File: src/rtl/fpga_transmitter.sv
// Serial word transmitter to a receiver FPGA over a send/finish/acknowledge handshake, MSB first.
// Optional acknowledge-wait timeout is built in when FPGA_TX_TIMEOUT_EN is defined.
module fpga_transmitter #(
    parameter int WIDTH   = 8,
    parameter int TIMEOUT = 1024
) (
    input  logic             clock,
    input  logic             reset,
    input  logic [WIDTH-1:0] data_in,
    input  logic             load,
    output logic             busy,
    output logic             done,
    output logic             error,
    output logic             send,
    output logic             finish,
    output logic             data_out,
    input  logic             acknowledge
);

    typedef enum logic [2:0] {
        IDLE,
        START,
        WSTART,
        BIT,
        WBIT,
        FIN,
        WEND,
        DONE
    } state_t;

    localparam int CW = $clog2(WIDTH + 1);

    state_t           state_q, state_d;
    logic [WIDTH-1:0] shift_q, shift_d;
    logic [CW-1:0]    count_q, count_d;
    logic [CW-1:0]    count_inc;
    logic             ack_meta_q, ack_sync_q, ack_prev_q;
    logic             ack_evt;
    logic             expired;

    // Two flops resynchronise the asynchronous acknowledge; a third keeps the
    // previous synchronised value so only its rising edge counts as an event.
    always_ff @(posedge clock or negedge reset) begin
        if (!reset) begin
            ack_meta_q <= 1'b0;
            ack_sync_q <= 1'b0;
            ack_prev_q <= 1'b0;
        end else begin
            ack_meta_q <= acknowledge;
            ack_sync_q <= ack_meta_q;
            ack_prev_q <= ack_sync_q;
        end
    end

    assign ack_evt   = ack_sync_q & ~ack_prev_q;
    assign count_inc = count_q + CW'(1);

`ifdef FPGA_TX_TIMEOUT_EN
    localparam int TW = $clog2(TIMEOUT + 1);

    logic [TW-1:0] timer_q, timer_d;
    logic          error_q, error_d;
    logic          in_wait;

    assign in_wait = (state_q == WSTART) || (state_q == WBIT) || (state_q == WEND);
    assign expired = (timer_q == TW'(TIMEOUT - 1));

    // The timer only runs while the FSM stays in one wait state, so any
    // entry into a wait state starts it from zero.
    always_comb begin
        timer_d = '0;
        error_d = 1'b0;
        if (in_wait && (state_d == state_q)) begin
            timer_d = timer_q + TW'(1);
        end
        if (in_wait && !ack_evt && expired) begin
            error_d = 1'b1;
        end
    end

    always_ff @(posedge clock or negedge reset) begin
        if (!reset) begin
            timer_q <= '0;
            error_q <= 1'b0;
        end else begin
            timer_q <= timer_d;
            error_q <= error_d;
        end
    end

    assign error = error_q;
`else
    logic [31:0] unused_timeout;

    assign unused_timeout = TIMEOUT;
    assign expired        = 1'b0;
    assign error          = 1'b0;
`endif

    always_comb begin
        state_d = state_q;
        shift_d = shift_q;
        count_d = count_q;
        case (state_q)
            IDLE: begin
                if (load) begin
                    state_d = START;
                    shift_d = data_in;
                    count_d = '0;
                end
            end
            START: state_d = WSTART;
            WSTART: begin
                if (ack_evt) begin
                    state_d = BIT;
                end else if (expired) begin
                    state_d = IDLE;
                end
            end
            BIT: state_d = WBIT;
            WBIT: begin
                if (ack_evt) begin
                    shift_d = {shift_q[WIDTH-2:0], 1'b0};
                    count_d = count_inc;
                    state_d = (count_inc == CW'(WIDTH)) ? FIN : BIT;
                end else if (expired) begin
                    state_d = IDLE;
                end
            end
            FIN: state_d = WEND;
            WEND: begin
                if (ack_evt) begin
                    state_d = DONE;
                end else if (expired) begin
                    state_d = IDLE;
                end
            end
            DONE:    state_d = IDLE;
            default: state_d = IDLE;
        endcase
    end

    always_ff @(posedge clock or negedge reset) begin
        if (!reset) begin
            state_q <= IDLE;
            shift_q <= '0;
            count_q <= '0;
        end else begin
            state_q <= state_d;
            shift_q <= shift_d;
            count_q <= count_d;
        end
    end

    // Outputs decode straight from registered state so reset clears them at once.
    assign busy     = (state_q != IDLE);
    assign send     = (state_q == START) || (state_q == BIT);
    assign finish   = (state_q == FIN);
    assign done     = (state_q == DONE);
    assign data_out = ((state_q == BIT) || (state_q == WBIT)) && shift_q[WIDTH-1];

endmodule

File: config.mk
export PLATFORM = sky130hd
export DESIGN_NAME = fpga_transmitter
export DESIGN_NICKNAME = d
export VERILOG_FILES = /design/src/rtl/fpga_transmitter.sv
export SDC_FILE = /design/constraint.sdc
export NUM_CORES = 1
export LEC_CHECK = 0
export CAP_MARGIN = 10
export CORE_MARGIN = 4
export CORE_UTILIZATION = 50
export CTS_BUF_LIST = sky130_fd_sc_hd__clkbuf_16
export CTS_CLUSTER_SIZE = 28
export DETAILED_ROUTE_END_ITERATION = 10
export PLACE_DENSITY = 0.77
export SKIP_LAST_GASP = 1
export SYNTH_ARGS = -nofsm -noshare
export SYNTH_HDL_FRONTEND = slang
export SYNTH_SLANG_ARGS = --single-unit
export TNS_END_PERCENT = 1
File: constraint.sdc
create_clock -name clock -period 2.3 [get_ports clock]
set_clock_uncertainty 0.2 [all_clocks]
set_input_delay 0.23 -clock clock [delete_from_list [all_inputs] [get_ports clock]]
set_output_delay 0.23 -clock clock [all_outputs]
set_load 0.02 [all_outputs]
==> results by group <==
Run status
  – Status: complete, no violations

Layout
  – Share of layout cells above drive strength 1: 0.252
  – Design area: 0.00123 mm^2
  – Multi-input combinational cell area: 477 um^2
  – Ant. Diodes: 0
  – Fillers: 135
  – Finished Layout Cells: 128
  – Area growth syn-to-layout: 26.6%
  – Sequential Area: 452 um^2
  – # nets final: 117

Critical path
  – Type of destination of the critical path: output pin
  – Setup crit start kind: flip-flop
  – Critical path peak fanout: 7
  – Worst Path Class, Setup: flip-flop to output pin
  – Crit path DAT: 1770 ps
  – WP data required: 1870 ps

Pwr
  – Total power: 0.00150 W
  – Maximum VDD drop: 0.000740 V
  – Pwr dens: 1220 mW/mm^2
  – Leakage: 0.502 nW

Die
  – Rows: 15
  – I/O Pins: 18
  – Die height: about 52 um
  – Die area: 0.00272 mm^2
  – Initial core utilization: 0.546
  – Chip width: 52.1 um
  – Total core area: 0.00178 mm^2

STA
  – Fmax: between 0.4 and 0.5 GHz
  – Max Transition Viols Final: 0
  – Setup TNS: 0 ps
  – Final hold vios: 0
  – Final setup margin: 99.6 ps
  – Final Cycle Share: 0.957
  – Final worst path period need: around 2200 ps
  – RSZ-0062 raised after global routing: no
  – Final Setup Violations: 0

Drt
  – ANT nets after route: 0
  – Per-cell routed wire length: 13.3 um
  – Via density: 5.30
  – Pre-Repair DR Iteration Count: 5
  – Via count: slightly below 700
  – Total wire length: 1710 um
  – DR iter-0 viols: 12
  – Drt drc: 0

Clock network
  – Hold buffer count at cts: 0
  – Number of buffers added for setup after CTS: 0
  – Root Buffer: clkbuf_16
  – Clk sinks: 18
  – CTS Buf Count: 3
  – Clock Latency Late Sink: 250 ps
  – Worst-path clk slew: 50 ps
  – CTS H-Tree Depth: 1
  – TritonCTS clock tree: done
  – Maximum clock path buffer count: 2

Logic synthesis
  – Yosys Warn Count: 0
  – Post-synth top flop: dfrtp_1
  – Sequential area share after synthesis: 0.463
  – Most frequent cell after synthesis: dfrtp_1
  – Async S/R FF share, synth: 1.00
  – Unique cell type count in the Yosys netlist: 34
  – Syn Inst Count: 85
  – Area contributors post-synth: dfrtp_1 46%, mux2_2 16%, mux2i_1 2.1%, o21ai_0 2.1%, nor2_1 1.9%
  – #FFs+latches synth: 18
  – Area share of the largest cell type after synthesis: 0.463
  – Netlist Area Pre-Place: 973 um^2
  – Synth area leader: dfrtp_1
  – Net count after synthesis: 98
  – Syn Area/Cell: 11.5 um^2
  – EDFF count, synth: 0
  – Most instantiated cells after synthesis: 18 x dfrtp_1, 14 x mux2_2, 5 x nor2_1, 4 x nand2_1, 4 x o21ai_0

Place
  – # port buffers: 16
  – RD Place Congestion: 0.750
  – Place WS: 218 ps
  – Placed Cells: 124
  – Dpl hpwl: 1280 um
  – Placed Area: 0.00115 mm^2

GRT
  – GRT Max-Usage Layer: met2
  – Grt met3 use: 0.0258
  – Initial antenna violation count: 0
  – Met2 Use GR: 0.213
  – Global-route wire length before repair: 2930 um
  – Gr usage total: 0.151
  – Met1 usage: 0.212
  – GRT overflow: 0
  – Vias in the first global route: between 600 and 700
  – Largest net degree at the start of global routing: 12

Flow run
  – Max-cap viol count: 0

Worst hold path
  – HP Class: primary input to asynchronous set/reset pin
[cell families (layout without fill, tap and decap cells)]
| kind of cell | Yosys count | in the layout | share of synthesized area |
|---|---|---|---|
| AO/OA/AOI/OAI | 15 | 15 | 0.121 |
| XOR/XNOR | 1 | 1 | 0.00900 |
| adder cells (fa/ha/maj) | 1 | 1 | 0.0129 |
| buffers and inverters | 8 | 26 | 0.0475 |
| flip-flops | 18 | 18 | 0.463 |
| multiplexers | 16 | 16 | 0.183 |
| other | 1 | 1 | 0.00385 |
| AND/OR/NAND/NOR | 25 | 25 | 0.161 |
[power breakdown]
group | switching [W] | internal (W) | leakage [nW] | total [W]
clock network | 0.000112 | 0.000231 | 0.0385 | 0.000343
registers | 0.000134 | 0.000454 | 0.212 | 0.000588
logic | 0.000256 | 0.000317 | 0.251 | 0.000573
total | 0.000502 | 0.00100 | 0.502 | 0.00150
[flip-flops by register name (all words and copies together), names as in the netlist]
register	count
ack_meta_q	1
ack_prev_q	1
ack_sync_q	1
count_q	4
shift_q	8
state_q	3
[layer usage]
metal | wire length, um | share of wire
met5 | 0 | 0
met4 | 44 | 0.026
met3 | 81 | 0.048
met2 | 773 | 0.45
met1 | 804 | 0.47
[final cells by class]
cell class                      count  area share
Tap cell                           25      0.0254
Inverter                            3     0.00914
Timing Repair Buffer               19       0.148
Clock inverter                      1     0.00305
Sequential cell                    18       0.366
Multi-Input combinational cell     59       0.387
Clock buffer                        3      0.0609
[cell usage in the layout, fill, tap and decap left out, types with 2 or more instances in the layout]
master	netlist	final
a31oi_1	2	2
buf_4	2	3
clkbuf_16	0	3
clkdlybuf4s50_1	0	16
dfrtp_1	18	17
inv_1	3	3
mux2_2	14	14
mux2i_1	2	2
nand2_1	4	4
nand3b_1	2	2
nand4_1	2	2
nor2_1	5	5
nor2b_1	3	3
nor3_1	2	2
o21ai_0	4	4
o2bb2ai_1	2	2
[final timing paths]
path	from	to	slack (ps)	cells past startpoint
hold / removal	reset	ack_meta_q$_DFF_PN0_	60	1
setup reg to reg	state_q[2]$_DFFE_PN0P_	shift_q[6]$_DFFE_PN0P_	400	4
max in group asynchronous	reset	shift_q[6]$_DFFE_PN0P_	1360	2
setup / recovery	state_q[1]$_DFFE_PN0P_	data_out	100	4
min in group clock	ack_meta_q$_DFF_PN0_	ack_sync_q$_DFF_PN0_	150	0
hold reg to reg	ack_meta_q$_DFF_PN0_	ack_sync_q$_DFF_PN0_	150	0
[timing repair]
item,in CTS,in global routing
endpoints found under the hold margin,0,0
resized for setup,0,1
setup endpoints to repair,0,1
[metrics by stage]
step                       util  hold WS, ps
after detailed placement  0.646          135
after global placement    0.646          133
after CTS                 0.691         69.6
after global routing      0.691         79.5
after floorplan               -         -266
final                     0.691         58.6
[critical path, cell delays in order, from the launching register on]
cell and delay, ps:
dfrtp_1 490, nand2_1 190, nor2_1 120, o21a_1 120, clkdlybuf4s50_1 600
Note: power is estimated with default switching activity, not from simulation.
